===== config.mk =====
export PLATFORM = sky130hd
export DESIGN_NAME = alu_4bit_serial
export DESIGN_NICKNAME = d
export VERILOG_FILES = /design/src/rtl/alu_4bit_serial.sv
export SDC_FILE = /design/constraint.sdc
export NUM_CORES = 1
export LEC_CHECK = 0
export CAP_MARGIN = 40
export CORE_MARGIN = 4
export CORE_UTILIZATION = 35
export CTS_BUF_LIST = sky130_fd_sc_hd__clkbuf_4 sky130_fd_sc_hd__clkbuf_8
export CTS_CLUSTER_SIZE = 28
export DETAILED_ROUTE_END_ITERATION = 10
export GPL_TIMING_DRIVEN = 0
export PLACE_DENSITY = 0.62
export SKIP_CTS_REPAIR_TIMING = 1
export SLEW_MARGIN = 10
export SYNTH_ARGS = -nofsm -noshare
export SYNTH_HDL_FRONTEND = slang
export SYNTH_SLANG_ARGS = --single-unit

===== constraint.sdc =====
create_clock -name clk -period 5.46 [get_ports clk]
set_input_delay 0.546 -clock clk [delete_from_list [all_inputs] [get_ports clk]]
set_output_delay 0.546 -clock clk [all_outputs]
set_load 0.01 [all_outputs]

===== src/rtl/alu_4bit_serial.sv =====
// Bit-serial 4-bit ALU (AND/OR/ADD/SUB/SLT) built from one 1-bit slice plus a carry flop.
// Latency: start accepted at edge k, result/zero/cout load and done pulses after edge k+4.
// Backpressure: start is ignored while busy; a start in the done cycle is accepted (no gap).
module alu_4bit_serial (
  input  logic       clk,
  input  logic       rst,
  input  logic [3:0] A,
  input  logic [3:0] B,
  input  logic [2:0] ALUControl,
  input  logic       start,
  output logic [3:0] result,
  output logic       zero,
  output logic       cout,
  output logic       busy,
  output logic       done
);

  localparam logic [2:0] OP_AND = 3'b000;
  localparam logic [2:0] OP_OR  = 3'b001;
  localparam logic [2:0] OP_ADD = 3'b010;
  localparam logic [2:0] OP_SUB = 3'b110;
  localparam logic [2:0] OP_SLT = 3'b111;

  typedef enum logic {IDLE = 1'b0, SHIFT = 1'b1} state_t;

  state_t     state, state_nxt;
  logic [1:0] cnt;
  logic [3:0] a_sh, b_sh, sr;
  logic [2:0] op;
  logic       carry;

  logic       accept, last;
  logic       inv_b, b_eff, sum_bit, carry_nxt, slice_bit, less;
  logic [3:0] res_fin;
  logic       cout_fin;

  // State register; reset wins over everything, including start.
  always_ff @(posedge clk) begin
    if (rst) state <= IDLE;
    else     state <= state_nxt;
  end

  // Next-state decode and status outputs.
  always_comb begin
    state_nxt = state;
    busy      = 1'b0;
    accept    = 1'b0;
    last      = 1'b0;
    case (state)
      IDLE: begin
        if (start) begin
          accept    = 1'b1;
          state_nxt = SHIFT;
        end
      end
      SHIFT: begin
        busy = 1'b1;
        if (cnt == 2'd3) begin
          last      = 1'b1;
          state_nxt = IDLE;
        end
      end
      default: state_nxt = IDLE;
    endcase
  end

  // One-bit datapath slice. SUB/SLT add the inverted B with the carry preset to 1.
  always_comb begin
    inv_b     = (op == OP_SUB) || (op == OP_SLT);
    b_eff     = b_sh[0] ^ inv_b;
    sum_bit   = a_sh[0] ^ b_eff ^ carry;
    carry_nxt = (a_sh[0] & b_eff) | (a_sh[0] & carry) | (b_eff & carry);
    case (op)
      OP_AND:  slice_bit = a_sh[0] & b_sh[0];
      OP_OR:   slice_bit = a_sh[0] | b_sh[0];
      OP_ADD,
      OP_SUB,
      OP_SLT:  slice_bit = sum_bit;
      default: slice_bit = 1'b0;
    endcase
  end

  // Final-bit assembly: on the last step the slice is at bit 3, so carry is the
  // carry into bit 3 and carry_nxt the carry out; their XOR is signed overflow.
  always_comb begin
    less     = sum_bit ^ (carry ^ carry_nxt);
    res_fin  = {slice_bit, sr[3:1]};
    cout_fin = 1'b0;
    if (op == OP_SLT) res_fin = {3'b000, less};
    if ((op == OP_ADD) || (op == OP_SUB)) cout_fin = carry_nxt;
  end

  // Operand capture, serial shifting and registered result update.
  always_ff @(posedge clk) begin
    if (rst) begin
      cnt    <= 2'd0;
      carry  <= 1'b0;
      a_sh   <= 4'd0;
      b_sh   <= 4'd0;
      sr     <= 4'd0;
      op     <= OP_AND;
      result <= 4'd0;
      zero   <= 1'b1;
      cout   <= 1'b0;
      done   <= 1'b0;
    end else begin
      done <= last;
      if (accept) begin
        a_sh  <= A;
        b_sh  <= B;
        op    <= ALUControl;
        cnt   <= 2'd0;
        carry <= (ALUControl == OP_SUB) || (ALUControl == OP_SLT);
      end else if (busy) begin
        a_sh  <= {1'b0, a_sh[3:1]};
        b_sh  <= {1'b0, b_sh[3:1]};
        sr    <= {slice_bit, sr[3:1]};
        carry <= carry_nxt;
        cnt   <= cnt + 2'd1;
        if (last) begin
          result <= res_fin;
          zero   <= (res_fin == 4'd0);
          cout   <= cout_fin;
        end
      end
    end
  end

endmodule


* Yosys cells after proc, flatten, opt, wreduce, memory -nomap -nowiden *
Cells that the tools add are included.

cells by class
  $add $sub $neg = 1
  equality and inequality tests = 7
  multiplexer cells = 16
  bitwise operators = 14
  reductions and logical operators = 10

operators with widths
  kind                                                  count
  2-to-1 mux 4 bit                                      5
  equality test 3 bit (second input constant)           4
  2-to-1 mux 1 bit                                      9
  XOR 1 bit                                             5
  AND 1 bit                                             4
  zero test 4 bit                                       1
  equality test 3 x 1 -> 1 bit (second input constant)  1
  equality test 3 x 2 -> 1 bit (second input constant)  1
  zero test 3 bit                                       1
  logical OR 1 bit                                      3
  OR 1 bit                                              3
  one-hot mux 1 bit (3 select lines)                    1
  AND reduction 3 bit                                   1
  OR reduction 3 bit                                    1
  adder 2 x 1 -> 2 bit (second input constant)          1
  equality test 2 bit (second input constant)           1
  NOT 1 bit                                             2
  one-hot mux 1 bit (2 select lines)                    1
  AND reduction 2 bit                                   1
  nonzero test 2 bit                                    1
  OR reduction 2 bit                                    1

word-level totals
  register bits after elaboration = 26
  input bits = 14
  output and inout bits = 8

* Logic depth before layout (Yosys ltp) *
Gate-level depths: netlist of run 1.

  depth in word-level cells = 10
  mapped depth = 8
  depth with buffers taken out = 7

* Worst setup path before layout of run 1 *
OpenSTA, ideal clock, no wires.

  path type = register to register
  start point = register op[1]
  end point = register zero
  arrival time = 1,733 ps
  setup slack = 3,660 ps
  stages on the path, launching flop included = 8
  path buffers = 1
  period minus slack after synthesis = 1,800 ps
  cells stage by stage = dfxtp_1 -> buf_2 -> nand2_1 -> xnor2_1 -> fa_1 -> and3b_2 -> a221o_1 -> o21ai_2

on the way
  word-level cells in the longest chain between the ends = 10
  elaborated cells between the ends (all ways) = 19
  classes of those cells = 4 x eq/ne; 2 x mux; 9 x bitwise; 4 x reduce/logical

ends and longest elaborated chain
  what                                           RTL line    RTL
  start, declared                                29          logic [2:0] op;
  start signal, assigned                         111         op <= ALUControl;
  equality test 3 bit, on equally long branches  69, 73, 89
  logical OR 1 bit                               69          inv_b = (op == OP_SUB) || (op == OP_SLT);
  XOR 1 bit                                      70          b_eff = b_sh[0] ^ inv_b;
  AND 1 bit                                      72          carry_nxt = (a_sh[0] & b_eff) | (a_sh[0] & carry) | (b_eff & carry);
  OR 1 bit (2 in a row)                          72
  XOR 1 bit (2 in a row)                         86          less = sum_bit ^ (carry ^ carry_nxt);
  2-to-1 mux 4 bit *                             89          if (op == OP_SLT) res_fin = {3'b000, less};
  zero test 4 bit *                              122         zero <= (res_fin == 4'd0);
  end signal, assigned                           122
  end, declared                                  12          output logic zero,

Every way passes the cells marked *; elsewhere a longest branch is shown, timed or not.
A chain may end at the register's enable or synchronous reset.

* Worst setup path in the final report of run 1 *
Same ends and word-level chain as after synthesis.

==> key figures, run 1 <==
Status
  – Outcome: finished, final reports clean

Global route
  – Initial antenna violation count: 0
  – Vias in the first global route: 898
  – First-pass GRT wire length: 4.06 mm
  – Grt total ovfl: 0
  – Largest net degree at the start of global routing: 15
  – GRT Util Overall: about 12%

Clock network
  – CTS HTree Levels: 1
  – CTS tree: built
  – Clk_lat worst skew: 320 ps
  – Clock transition at the registers of the reported paths: 130 ps
  – Root Driver: clkbuf_4
  – Num Clock Sinks: 25
  – Total CTS buffers: 3
  – CTS Buffer Depth: 2

Worst setup path
  – Crit path kind: reg -> reg
  – CP max stage delay: 470 ps
  – Critical path's top delay family: adder cells
  – Crit start category: flop
  – Bufs and invs on worst path: 1
  – Max FO, Critical Path: 9
  – Critical Path End Type: flop
  – Slowest-stage cell, CP: fa_1
  – Data arrival, critical path: 2200 ps
  – Critical Path RT: 5720 ps
  – Crit-path cells: buf_2 -> nand2_1 -> xnor2_1 -> fa_1 -> and3b_2 -> a221o_1 -> o21ai_2

Placement
  – Dpl hpwl: ~1.7 mm
  – Placed cells: 182
  – Port bufs: 20
  – Dpl ws: between 3000 and 4000 ps
  – Area after DPL: 1390 um^2
  – Final GP Congestion: a little under 0.8

Logic synthesis
  – Post-synthesis sequential area ratio: approximately 44%
  – Main synth FF type: dfxtp_1
  – Mapped cell area: 1130 um^2
  – Post-synthesis instance total: around 120
  – Yosys reg bits: 25
  – Syn avg cell area: 9.60 um^2
  – Synth area leaders: dfxtp_1, mux2i_1, nor2_1
  – Netlist cell types: 29
  – Number of synthesized flops with an enable pin: 0
  – Synth warnings: 0
  – Most frequent cells after synthesis: dfxtp_1, nor2_1, mux2i_1
  – Most common cell in the netlist: dfxtp_1
  – Ys async rst share: 0%
  – Area leader, netlist: dfxtp_1
  – Top cell type's share of synthesized area: 44.2%
  – Net Count, Synth: 135

Floorplanning
  – Die X: around 65 um
  – Row count: 20
  – Total die area: 4210 um^2
  – I/O pin total: 22
  – Core area: 3080 um^2
  – Initial Util: a little under two fifths
  – Die H: 64.9 um

STA
  – Slew Viols, Final: 0
  – Clock skew: 12.9 ps
  – Normalized max-slew margin: around 63%
  – Fmax: 0.514 GHz
  – Tcrit/Tclk final: 35.7%
  – Count of final hold-check violations: 0
  – WHS: 457 ps
  – Count of final setup violators: 0
  – Setup ws final: 3510 ps
  – RSZ-0062 raised after global routing: false
  – Minimum clock period: 1950 ps
  – Setup_tns: 0 ps
  – Least-Margin Pin Slew: around 550 ps

Power and ir drop
  – Sw Ratio: 25.6%
  – Total power: 329 uW
  – Pleak: 0.536 nW
  – Clock power share: 25.1%
  – PwrDens: 232 nW/um^2
  – Comb power frac: 14.8%
  – Peak supply drop: about 0.12 mV
  – Switch Pwr: 84.2 uW
  – Sequential Power Share: 60.0%
  – P_int: 244 uW

Drt
  – WL final: 2.33 mm
  – First-pass DRT Iterations: 4
  – Avg WL per Cell: 12.5 um
  – Drt drc: 0
  – Initial DRC count: 25
  – Vias per std cell: 4.83
  – Post-DRT Antenna Nets: 0
  – Via count: 899

Finish
  – Finished Layout Cells: 186
  – Total Nets Final: 160
  – Util after Layout: 46.0%
  – Layout cells sized above 1: 12.7%
  – Synthesis-to-layout area growth: 25.0%
  – Final Cell Area: 1420 um^2
  – N_diodes: 0

Run
  – Maximum Capacitance Violations: 0

Worst hold path
  – Hold crit path type: reg -> reg
cells by family (layout without fill, tap and decap cells):
logic type                 count (synthesis)  in the layout  synth area share, %
AOI/OAI and AO/OA                         15             15                 9.28
xor gates and xnor gates                   1              1                0.774
adders and majority gates                  4              4                 5.64
buffers and inverters                     11             35                 4.31
DFF                                       25             25                 44.2
muxes                                     19             19                 17.5
and+or+nand+nor                           43             43                 18.3
power by group through the flow:
stage | clock (mW) | combinational, mW | sequential (mW)
2_1_floorplan | 0 | 0.0323 | 0.200
3_3_place_gp | 0 | 0.0476 | 0.201
3_5_place_dp | 0 | 0.0488 | 0.201
4_1_cts | 0.0857 | 0.0491 | 0.197
5_1_grt | 0.0930 | 0.0541 | 0.199
6_report | 0.0826 | 0.0487 | 0.197
layer usage:
metal | up-vias | track usage [%] | share of wire [%]
li1 | 456 | - | -
met1 | 415 | 15.6 | 47
met4 | 0 | 4.75 | 0.86
met3 | 4 | 2.25 | 5.2
met2 | 24 | 20.1 | 47
met5 | - | 0 | 0
sequential cells by signal, indices dropped and copies added, names as in the netlist:
register and cells:
a_sh 4, b_sh 4, result 4, op 3
sr 3, cnt 2, carry 1, cout 1
done 1, state 1, zero 1
cells in the final DEF (no fill, tap or decap), drive strengths merged:
master,synthesis,final
nor2,19,19
maj3,1,1
nand4,1,1
dfxtp,25,25
a221o,2,2
or2b,1,1
buf,4,4
a211oi,2,2
and3b,1,1
nor3b,2,2
o21ai,1,1
nand4b,1,1
clkbuf,4,7
and2,1,1
xnor2,1,1
a32oi,1,1
inv,3,3
clkdlybuf4s50,0,20
a21oi,7,7
mux2i,13,13
clkinv,0,1
a311oi,1,1
nand3,3,3
nand2,5,5
mux2,6,6
ha,1,1
nor3,6,6
fa,2,2
a31o,1,1
nor2b,3,3
cell type report:
class,count,area [um^2]
clock inverters,1,5.00
flip-flops and latches,25,500
well taps,44,55.1
inverters,3,11.3
plain buffers,8,37.5
multi-input cells,82,583
clock buffers,3,22.5
repair buffers,20,200
fillers,312,1660
worst reg2reg max path: stages (launching register included):
cell     delay, ps
dfxtp_1        320
buf_2          180
nand2_1         90
xnor2_1        230
fa_1           470
and3b_2        230
a221o_1        270
o21ai_2        110
final timing paths:
check / start / to / slack [ps] / cells past startpoint
hold reg to reg: cout$_SDFFE_PP0P_ / cout$_SDFFE_PP0P_ / 460 / 2
setup / recovery: op[1]$_SDFFE_PP0P_ / zero$_SDFFE_PP1P_ / 3510 / 7
hold / removal: cout$_SDFFE_PP0P_ / cout$_SDFFE_PP0P_ / 460 / 2
setup reg to reg: op[1]$_SDFFE_PP0P_ / zero$_SDFFE_PP1P_ / 3510 / 7
Note: power is estimated with default switching activity, not from simulation.
==> inputs of run 2 (changes only) <==
==> constraint.sdc (replaced) <==
create_clock -name clk -period 1.8 [get_ports clk]
set_input_delay 0.18 -clock clk [delete_from_list [all_inputs] [get_ports clk]]
set_output_delay 0.18 -clock clk [all_outputs]
set_load 0.01 [all_outputs]
==> key figures, run 2 (same netlist as run 1, synthesis figures left out) <==
Status
  – Outcome: finished, violations left
  – Failing checks: negative setup slack

STA
  – WHS: 256 ps (-201 ps)
  – RSZ-0062 raised after global routing: true
  – Minimum clock period: 1800 ps (-144 ps)
  – Clock skew: 13.7 ps (+0.741 ps)
  – Setup ws final: -3.32 ps (-3520 ps)
  – Slew Viols, Final: 0 (unchanged)
  – Fmax: 0.555 GHz (+8.0%)
  – Setup_tns: -3.32 ps (-3.32 ps)
  – Count of final setup violators: 1 (+1)
  – Count of final hold-check violations: 0 (unchanged)
  – Least-Margin Pin Slew: 548 ps (-1.60 ps)
  – Normalized max-slew margin: 63.5% (+0.11 points)
  – Tcrit/Tclk final: 100% (+65 points)

Worst setup path
  – CP max stage delay: 440 ps (-30 ps)
  – Worst flop-to-flop path endpoint: zero$_SDFFE_PP1P_
  – Worst-case reg-to-reg path depth: 7 (unchanged)
  – Critical Path End Type: flop
  – Max FO, Critical Path: 4 (-5)
  – Crit-path cells: buf_6 -> nand2_4 -> xnor2_4 -> fa_1 -> and3b_2 -> a221o_1 -> o21ai_2
  – Data arrival, critical path: 2060 ps (-140 ps)
  – Critical Path RT: 2060 ps (-3660 ps)
  – Crit path kind: reg -> reg
  – Crit start category: flop
  – R2r startpoint: op[1]$_SDFFE_PP0P_
  – Slowest-stage cell, CP: fa_1
  – Reg-to-reg slack, setup: -3 ps (-3520 ps)

Drt
  – Vias per std cell: 4.86 (+0.65%)
  – First-pass DRT Iterations: 4 (unchanged)
  – Drt drc: 0 (unchanged)
  – Avg WL per Cell: 12.7 um (+1.8%)
  – Initial DRC count: 32 (+28%)
  – WL final: 2.44 mm (+5.1%)
  – Post-DRT Antenna Nets: 0 (unchanged)
  – Via count: 934 (+3.9%)

Global route
  – Vias in the first global route: 898 (unchanged)
  – Largest net degree at the start of global routing: 15 (unchanged)
  – GRT Util Overall: 12.2% (unchanged)
  – Initial antenna violation count: 0 (unchanged)
  – First-pass GRT wire length: 4.06 mm (unchanged)
  – Grt total ovfl: 0 (unchanged)

Finish
  – Synthesis-to-layout area growth: 32.3%
  – Layout cells sized above 1: 18.9% (+6.2 points)
  – N_diodes: 0 (unchanged)
  – Total Nets Final: 166 (+3.8%)
  – Largest registers: a_sh: 4 flops, b_sh: 4 flops, result: 4 flops
  – Most frequent cells in the layout: dfxtp_1, clkdlybuf4s50_1, nor2_1
  – Most common cell after layout, fill and taps aside: dfxtp_1

Power and ir drop
  – PwrDens: 681 nW/um^2 (+190%)
  – Pleak: 0.591 nW (+10%)
  – Peak supply drop: 0.361 mV (+200%)

Clock network
  – CTS HTree Levels: 1 (unchanged)
  – Clk_lat worst skew: 320 ps (about the same)
  – Clock transition at the registers of the reported paths: 140 ps (about the same)
  – CTS Buffer Depth: 2 (unchanged)
  – Root Driver: clkbuf_4
  – Total CTS buffers: 3 (unchanged)
  – Num Clock Sinks: 25 (unchanged)
  – CTS tree: built

Placement
  – Port bufs: 20 (unchanged)
  – Final GP Congestion: 0.782 (unchanged)
  – Dpl hpwl: 1.74 mm (unchanged)

Floorplanning
  – Initial Util: 36.8% (unchanged)
  – Die X: 64.9 um (unchanged)
  – Core area: 3080 um^2 (unchanged)
  – Row count: 20 (unchanged)
  – Die H: 64.9 um (unchanged)
  – Total die area: 4210 um^2 (unchanged)
  – I/O pin total: 22 (unchanged)

Worst hold path
  – Hold Path Origin: rst
  – Hold crit path type: in -> reg
  – Hold depth: 2 (unchanged)
  – Hold EP: state$_SDFF_PP0_

Run
  – Maximum Capacitance Violations: 0 (unchanged)
==> run 2: power breakdown <==
group / internal [mW] / switching, mW
clock: 0.0832 / 0.165
sequential: 0.577 / 0.0241
combinational: 0.0986 / 0.0718
==> run 2: worst max path at each step <==
stage	from	to	slack (ps)
after CTS	op[1]$_SDFFE_PP0P_	zero$_SDFFE_PP1P_	-160
after global routing	op[1]$_SDFFE_PP0P_	zero$_SDFFE_PP1P_	-100
after detailed placement	op[1]$_SDFFE_PP0P_	zero$_SDFFE_PP1P_	-120
after global placement	op[1]$_SDFFE_PP0P_	zero$_SDFFE_PP1P_	-70
after floorplan	op[1]$_SDFFE_PP0P_	zero$_SDFFE_PP1P_	0.1
final	op[1]$_SDFFE_PP0P_	zero$_SDFFE_PP1P_	-3
==> run 2: layout make-up <==
| cell class | count | area, um^2 |
|---|---|---|
| Inverter | 3 | 11.3 |
| Timing Repair Buffer | 26 | 245 |
| Clock buffer | 3 | 22.5 |
| Buffer | 8 | 43.8 |
| Sequential cell | 25 | 505 |
| Fill cell | 301 | 1580 |
| Tap cell | 44 | 55.1 |
| Multi-Input combinational cell | 82 | 609 |
| Clock inverter | 1 | 5.00 |
==> run 2: stage by stage <==
step | instances | instance area [um^2] | setup WS (ps) | power, mW | util (%)
global route | 192 | 1500 | -99.9 | 1.07 | 48.7
global placement | 182 | 1390 | -71.7 | 0.754 | 45.1
detailed placement | 182 | 1390 | -120 | 0.759 | 45.1
CTS | 186 | 1420 | -161 | 1.01 | 46.0
floorplan | 118 | 1130 | 0.123 | 0.703 | -
finish | 192 | 1500 | -3.32 | 1.02 | 48.7
==> run 2: worst max-delay path: cells and delay by family, from the launching register on <==
kind | cells | cell delay, ps
AO/OA/AOI/OAI | 2 | 400
XOR/XNOR | 1 | 180
adder cells (fa/ha/maj) | 1 | 440
buffers and inverters | 1 | 110
flip-flops | 1 | 340
AND/OR/NAND/NOR | 2 | 280
==> run 2: layer usage <==
layer / global-route usage (%) / part of all wire (%)
met2: 20.1 / 49
met5: 0 / 0
met1: 15.6 / 45
met3: 2.25 / 4.8
met4: 4.75 / 0.82
